### src/rtl/adc_cdac_pkg.sv
// Shared defaults, derived widths and FSM states for the CDAC switch sequencer.
// Latency: n/a (declarations only).
// Backpressure: n/a (declarations only).
package adc_cdac_pkg;

    localparam int DEF_ROW_BITS      = 4;
    localparam int DEF_COL_BITS      = 5;
    localparam int DEF_BIN_BITS      = 3;
    localparam int DEF_SETTLE_CYCLES = 2;

    localparam int W    = DEF_ROW_BITS + DEF_COL_BITS + DEF_BIN_BITS;
    localparam int ROWS = 2 ** DEF_ROW_BITS;
    localparam int COLS = 2 ** DEF_COL_BITS;

    typedef enum logic [1:0] {
        IDLE   = 2'd0,
        BBM    = 2'd1,
        SETTLE = 2'd2
    } seq_state_t;

endpackage

### src/rtl/adc_therm_decoder.sv
// Binary value to active-low thermometer (i < value) and active-low one-hot (i == value).
// Latency: combinational, zero cycles.
// Backpressure: none, pure function of its input.
module adc_therm_decoder #(
    parameter int N = 4
) (
    input  logic [N-1:0]        value,
    output logic [(2**N)-1:0]   therm_n,
    output logic [(2**N)-1:0]   onehot_n
);

    always_comb begin
        therm_n  = '1;
        onehot_n = '1;
        for (int i = 0; i < 2 ** N; i++) begin
            if (i < int'(value))
                therm_n[i] = 1'b0;
            if (i == int'(value))
                onehot_n[i] = 1'b0;
        end
    end

endmodule

### src/rtl/adc_cdac_switch_sequencer.sv
// Registered CDAC row/column/binary switch sequencer with settling window; optional ADC_CDAC_BBM_EN all-off gap.
// Latency: outputs 1 cycle after acceptance (2 with ADC_CDAC_BBM_EN); settled after SETTLE_CYCLES more.
// Backpressure: code_ready is high only in IDLE; codes offered while busy wait on the producer.
module adc_cdac_switch_sequencer
    import adc_cdac_pkg::*;
#(
    parameter int ROW_BITS      = DEF_ROW_BITS,
    parameter int COL_BITS      = DEF_COL_BITS,
    parameter int BIN_BITS      = DEF_BIN_BITS,
    parameter int SETTLE_CYCLES = DEF_SETTLE_CYCLES
) (
    input  logic                                clk,
    input  logic                                rst,
    input  logic [ROW_BITS+COL_BITS+BIN_BITS-1:0] code_in,
    input  logic                                code_valid,
    output logic                                code_ready,
    output logic [(2**ROW_BITS)-1:0]            row_n,
    output logic [(2**ROW_BITS)-1:0]            rowon_n,
    output logic [(2**COL_BITS)-1:0]            col_n,
    output logic [BIN_BITS-1:0]                 bincap_n,
    output logic                                busy,
    output logic                                settled
);

    localparam int CW    = ROW_BITS + COL_BITS + BIN_BITS;
    localparam int UW    = ROW_BITS + COL_BITS;
    localparam int NROWS = 2 ** ROW_BITS;
    localparam int NCOLS = 2 ** COL_BITS;

    generate
        if (SETTLE_CYCLES < 1 || SETTLE_CYCLES > 255) begin : g_bad_settle
            $error("SETTLE_CYCLES must lie in 1..255");
        end
    endgenerate

    seq_state_t  state;
    logic [7:0]  settle_cnt;
    logic [CW-1:0] dec_code;

`ifdef ADC_CDAC_BBM_EN
    logic [CW-1:0] code_q;
    // During the all-off cycle the decoders look at the held code, not the live bus.
    assign dec_code = (state == BBM) ? code_q : code_in;
`else
    assign dec_code = code_in;
`endif

    logic [UW-1:0]        unit_cnt;
    logic [ROW_BITS-1:0]  row_idx;
    logic [COL_BITS-1:0]  col_idx;
    logic [NROWS-1:0]     row_therm_n;
    logic [NROWS-1:0]     row_onehot_n;
    logic [NCOLS-1:0]     col_therm_n;
    logic [NCOLS-1:0]     col_onehot_unused;

    assign unit_cnt = dec_code[CW-1:BIN_BITS];
    assign row_idx  = unit_cnt[UW-1:COL_BITS];
    assign col_idx  = unit_cnt[COL_BITS-1:0];

    adc_therm_decoder #(.N(ROW_BITS)) u_row_dec (
        .value    (row_idx),
        .therm_n  (row_therm_n),
        .onehot_n (row_onehot_n)
    );

    adc_therm_decoder #(.N(COL_BITS)) u_col_dec (
        .value    (col_idx),
        .therm_n  (col_therm_n),
        .onehot_n (col_onehot_unused)
    );

    always_ff @(posedge clk) begin
        if (rst) begin
            state      <= IDLE;
            settle_cnt <= 8'd0;
            row_n      <= '1;
            rowon_n    <= '1;
            col_n      <= '1;
            bincap_n   <= '1;
            code_ready <= 1'b1;
            busy       <= 1'b0;
            settled    <= 1'b0;
`ifdef ADC_CDAC_BBM_EN
            code_q     <= '0;
`endif
        end else begin
            settled <= 1'b0;
            case (state)
                IDLE: begin
                    if (code_valid) begin
                        code_ready <= 1'b0;
                        busy       <= 1'b1;
`ifdef ADC_CDAC_BBM_EN
                        code_q     <= code_in;
                        row_n      <= '1;
                        rowon_n    <= '1;
                        col_n      <= '1;
                        bincap_n   <= '1;
                        state      <= BBM;
`else
                        row_n      <= row_therm_n;
                        rowon_n    <= row_onehot_n;
                        col_n      <= col_therm_n;
                        bincap_n   <= ~dec_code[BIN_BITS-1:0];
                        settle_cnt <= 8'(SETTLE_CYCLES - 1);
                        state      <= SETTLE;
`endif
                    end
                end
`ifdef ADC_CDAC_BBM_EN
                BBM: begin
                    row_n      <= row_therm_n;
                    rowon_n    <= row_onehot_n;
                    col_n      <= col_therm_n;
                    bincap_n   <= ~dec_code[BIN_BITS-1:0];
                    settle_cnt <= 8'(SETTLE_CYCLES - 1);
                    state      <= SETTLE;
                end
`endif
                SETTLE: begin
                    if (settle_cnt == 8'd0) begin
                        state      <= IDLE;
                        settled    <= 1'b1;
                        busy       <= 1'b0;
                        code_ready <= 1'b1;
                    end else begin
                        settle_cnt <= settle_cnt - 8'd1;
                    end
                end
                default: begin
                    state      <= IDLE;
                    busy       <= 1'b0;
                    code_ready <= 1'b1;
                end
            endcase
        end
    end

endmodule

### config.mk
export PLATFORM = sky130hd
export DESIGN_NAME = adc_cdac_switch_sequencer
export DESIGN_NICKNAME = d
export VERILOG_FILES = /design/src/rtl/adc_cdac_pkg.sv /design/src/rtl/adc_therm_decoder.sv /design/src/rtl/adc_cdac_switch_sequencer.sv
export SDC_FILE = /design/constraint.sdc
export NUM_CORES = 1
export LEC_CHECK = 0
export ABC_AREA = 1
export BUFFER_PORTS_ARGS = -buffer_cell sky130_fd_sc_hd__buf_2
export CAP_MARGIN = 20
export CORE_MARGIN = 2
export CORE_UTILIZATION = 51
export DETAILED_ROUTE_END_ITERATION = 12
export GPL_ROUTABILITY_DRIVEN = 1
export PLACE_DENSITY_LB_ADDON = 0.05
export SLEW_MARGIN = 15
export SYNTH_ARGS = -nofsm -noshare
export SYNTH_HDL_FRONTEND = slang
export SYNTH_SLANG_ARGS = --single-unit
### constraint.sdc
create_clock -name clk -period 1.7 [get_ports clk]
set_input_delay 0.17 -clock clk [delete_from_list [all_inputs] [get_ports clk]]
set_output_delay 0.17 -clock clk [all_outputs]
set_load 0.01 [all_outputs]
=== Word-level counts from Yosys, hierarchy flattened ===
Index checks and enable logic that the tools add are counted.

* Bits in registers: 78
* Latch bits: 0
* Bits in writable memories: 0
* Memory bits (read-only): 0
* Input port bits: 15
* Logic and storage cells: 160
* Memories: 0

* $add $sub $neg: 1
* $mul: 0
* Divide/modulo/power cells: 0
* $lt $le $gt $ge: 46
* Eq/ne operators: 19
* Shifts and indexed selects: 0
* Muxes and demuxes: 75
* Bitwise gates (word level): 2
* Reduce and logical (&&, ||, !) cells: 8

{| class="wikitable"
|+ Operator list
! operator !! count
|-
| $lt A5 B5 Y1 const A || 15
|-
| $mux W1 || 67
|-
| $lt A4 B5 Y1 const A || 8
|-
| $eq A4 B4 Y1 const A || 8
|-
| $lt A4 B4 Y1 const A || 7
|-
| $lt A3 B5 Y1 const A || 4
|-
| $eq A3 B4 Y1 const A || 4
|-
| $lt A3 B4 Y1 const A || 4
|-
| $mux W8 || 2
|-
| $pmux W8 S2 || 1
|-
| $lt A1 B5 Y1 const A || 2
|-
| $lt A2 B5 Y1 const A || 2
|-
| $eq A2 B4 Y1 const A || 2
|-
| $logic_not A8 Y1 || 1
|-
| $lt A1 B4 Y1 const A || 2
|-
| $lt A2 B4 Y1 const A || 2
|-
| $sub A8 B1 Y8 const B || 1
|-
| $ne A2 B2 Y1 const B || 3
|-
| $eq A1 B4 Y1 const A || 1
|-
| $logic_not A4 Y1 || 1
|-
| $mux W2 || 2
|-
| $pmux W1 S2 || 2
|-
| $pmux W2 S2 || 1
|-
| $reduce_and A2 Y1 || 2
|-
| other kinds (7) || 7
|}

=== Longest topological paths before layout ===
* Depth in word-level cells: 3
* Gate-level depth with buffers: 9
* Mapped depth without buffers: 9

=== Hierarchy ===
Synthesis repeated with hierarchy kept, for this count alone.

* Cells, all modules: 531
* Area, all modules: 3509.6 um^2

{| class="wikitable"
|+ By module, submodules not included
! module !! instances !! cells an instance !! area an instance (um^2)
|-
| adc_cdac_switch_sequencer || 1 || 374 || 2842.7
|-
| adc_therm_decoder (u_col_dec) || 1 || 105 || 439.2
|-
| adc_therm_decoder (u_row_dec) || 1 || 52 || 227.7
|}

=== Worst setup path after synthesis ===
OpenSTA, ideal clock, no wires.

* Path type: reg2reg
* Start point: reg settle_cnt[0]
* End point: reg settle_cnt[0]
* Setup time: 116 ps
* Arrival: 1172 ps
* Setup slack: 412 ps
* Stages on the path, launching flop included: 10
* Period minus slack after synthesis: 1288 ps
* Path through: dfxtp_1 > inv_1 > ha_1 > nand2_1 > nor2_2 > nand2_2 > nand2_1 > nand2_1 > nor2_1 > nor2_1

* Longest elaborated chain between the ends: 3
* Elaborated cells on any way between the ends: 6

{| class="wikitable"
|+ RTL lines
! what !! RTL line !! text
|-
| from (decl) || adc_cdac_switch_sequencer.sv:37 || <nowiki>logic [7:0] settle_cnt;</nowiki>
|-
| from (signal assigned) || adc_cdac_switch_sequencer.sv:105 || <nowiki>settle_cnt <= 8'(SETTLE_CYCLES - 1);</nowiki>
|-
| from (signal assigned) || adc_cdac_switch_sequencer.sv:127 || <nowiki>settle_cnt <= settle_cnt - 8'd1;</nowiki>
|-
| $sub A8 B1 Y8 / $logic_not A8 Y1 (equally long branches) || adc_cdac_switch_sequencer.sv:127, adc_cdac_switch_sequencer.sv:121 ||
|-
| $mux W8 / $ne A2 B2 Y1 (equally long branches) || - ||
|-
| $pmux W8 S2 / $reduce_and A3 Y1 (equally long branches) || - ||
|}

Several ways; a longest one is shown, not always the timed one. The select of a mux whose other input is x is not followed.
A chain may end at the register's enable or synchronous reset.

=== Worst setup path in the final report ===
Same ends and word-level chain as after synthesis.

==> out/summary.txt <==
final worst slack: 220 ps
worst clock skew: 6.47 ps
Hold Crit Endpoint: bincap_n[0]$_SDFFE_PP1P_
Post-synth EDFFs: 0
initial DRC count: 137
final hold vios: 0
initial antenna violation count: 0
Starting Density: 0.533
Worst EP required: 1930 ps
DIE AREA: 0.00641 mm²
Worst Hold Class: input pin to flip-flop
most common library cell in the layout ignoring fill and taps: nand2_1
gp weighted congestion: 0.834
register area: 0.00152 mm²
Crit Path Class: flip-flop to flip-flop
routed vias: 2806
CTS H-tree lvls: 3
Data arrival, critical path: 1710 ps
period utilization: 0.871
fillcell total: 542
HPWL after DPL: 5080 µm
final instance area: 0.00366 mm²
GRT overflow: 0
CP Launch Type: flip-flop
GRT Util Overall: 0.231
crit end category: flip-flop
multi-input gate area in the final layout: 0.00120 mm²
share of cells above drive strength 1: 0.244
setup tns final: 0 ps
post-DR wirelength/cell: 12.9 µm
post-layout min period: 1480 ps
register bit total from synthesis: 76
Reg2Reg Setup Slack: 220 ps
Cells on Worst Hold Path: 2
most frequent cells in the layout: nand2_1, buf_2, dfxtp_1
Root Buffer: clkbuf_8
Max-cap violations: 0
Rel. slew slack: 0.646
Post-DP Area: 0.00344 mm²
R2R depth: 9
I/O Buffers: 82
I/O pins: 85
Largest stage delay, worst path: 310 ps
count of final setup violators: 0
Die W: 80.1 µm
vias in the first global route: 2531
core area: 0.00554 mm²
ys async rst share: 0
vias per cell: 5.08
Pins Over Slew Limit: 0
TritonCTS Buffers: 9
number of setup buffers added after CTS: 0
post-cts resize count: 0
Antenna Nets Post-Route: 0
Layout Nets: 492
Worst Max-Slew Pin Slew: 526 ps
clock tree buffer depth: 2
Pre-antenna DRT Iters: 5
Synth Flop Type: dfxtp_1
area delta synth->final: 23.9%
Max Clock Freq: 676 MHz
die height: 80.1 µm
clock slew at reported path FFs: 70 ps
Hold Path Origin: code_in[0]
r2r startpoint: settle_cnt[0]$_SDFFE_PP0P_
drt drc: 0
WL final: 7110 µm
synthesized area: 0.00295 mm²
worst-skew pair later-pin latency: 340 ps
Cell Rows: 27
Clock Sinks: 76
largest net degree at the start of global routing: 37
Slowest cell on crit path: dfxtp_1
Yosys cell types: 32
RSZ-0062 raised after global routing: false
status: finished, final reports clean
number of warnings issued by yosys: 0
TritonCTS clock tree: done
CP Max Fanout: 8
first-pass GRT wire length: 11600 µm
Max IR drop VDD: 646 µV
cell repeated most along the worst path: nand2_1
CP cell instances: inv_1 -> ha_1 -> nand2_1 -> nor2_2 -> nand2_2 -> nand2_1 -> nand2_1 -> nor2_1 -> nor2_1
Mean Syn Cell Area: 7.58 µm²
sequential-to-total area share from yosys stat: 0.516
Leak: 1.73 nW
Ant. Diodes: 0
P per Cell Area: 1160 mW/mm²
Place WS: 214 ps
hold buffer count at cts: 0
FF-to-FF End: settle_cnt[0]$_SDFFE_PP0P_
Syn Inst Count: 389
## state kept, by name, summed over array words and instances, names as in the netlist
name	count
col_n	31
rowon_n	16
row_n	15
settle_cnt	8
bincap_n	3
busy	1
code_ready	1
settled	1
## synthesized netlist by cell type, types with 2 or more instances
cell type  count  area share
buf_2          8       0.014
o21ai_1        2      0.0034
dfxtp_1       76        0.52
nand2_1      108        0.14
nand3_1       37       0.063
inv_1         32       0.041
buf_6          2      0.0076
nand2_2        2      0.0042
a21oi_1       36       0.061
o211ai_1       2      0.0051
nand4_1        6       0.013
o22ai_1        2      0.0042
nor2_1        31       0.039
buf_4          3      0.0076
a21oi_2        2      0.0059
o21ai_0       22       0.037
clkbuf_1       3      0.0038
## worst max path at each step
stage / startpoint / end / slack [ps] / cells past startpoint
floorplan: settle_cnt[0]$_SDFFE_PP0P_ / settle_cnt[0]$_SDFFE_PP0P_ / 410 / 9
global placement: settle_cnt[0]$_SDFFE_PP0P_ / settle_cnt[0]$_SDFFE_PP0P_ / 280 / 9
detailed placement: settle_cnt[0]$_SDFFE_PP0P_ / settle_cnt[0]$_SDFFE_PP0P_ / 210 / 9
CTS: settle_cnt[0]$_SDFFE_PP0P_ / settle_cnt[0]$_SDFFE_PP0P_ / 210 / 9
global route: settle_cnt[0]$_SDFFE_PP0P_ / settle_cnt[0]$_SDFFE_PP0P_ / 50 / 9
finish: settle_cnt[0]$_SDFFE_PP0P_ / settle_cnt[0]$_SDFFE_PP0P_ / 220 / 9
## per-stage QoR
step | std cells | power (mW) | hold slack [ps] | util
after floorplan | 390 | 2.53 | 281 | -
after global placement | 537 | 2.79 | 369 | 0.621
after detailed placement | 537 | 2.80 | 380 | 0.621
after CTS | 552 | 4.26 | 25.2 | 0.660
after global routing | 552 | 4.45 | 42.3 | 0.660
final | 552 | 4.23 | 32.5 | 0.660
## per-layer routing
| metal | routed length, µm | global-route usage |
|---|---|---|
| met4 | 81 | 0.0915 |
| met5 | 0 | 0 |
| met3 | 482 | 0.0539 |
| met2 | 3220 | 0.352 |
| met1 | 3330 | 0.317 |
## worst max-delay path, delay by kind of cell, from the launching register on
family                     cells  cell delay [ps]
buffers and inverters          1              100
adders and majority gates      1              220
DFF                            1              310
and+or+nand+nor                7              730
## cell type report
cell class | instances | area share
flip-flops and latches | 76 | 0.416
multi-input cells | 262 | 0.328
repair buffers | 93 | 0.138
inverters | 34 | 0.0349
clock buffers | 9 | 0.0339
clock inverters | 6 | 0.0246
well taps | 72 | 0.0246
## where the power goes
| group | internal [mW] | total (mW) | switching, mW |
|---|---|---|---|
| Combinational | 0.279 | 0.754 | 0.475 |
| Clock | 0.820 | 1.47 | 0.650 |
| Sequential | 1.93 | 2.00 | 0.0765 |
## cells by family (layout without fill, tap and decap cells)
logic type               Yosys count  after routing  synth area share
AO/OA/AOI/OAI                     70             70             0.130
AND/OR/NAND/NOR                  189            189             0.269
other                              1              2           0.00127
buffers and inverters             52            142            0.0797
flip-flops                        76             76             0.516
adder cells (fa/ha/maj)            1              1           0.00424
(Power assumes the default switching activity.)
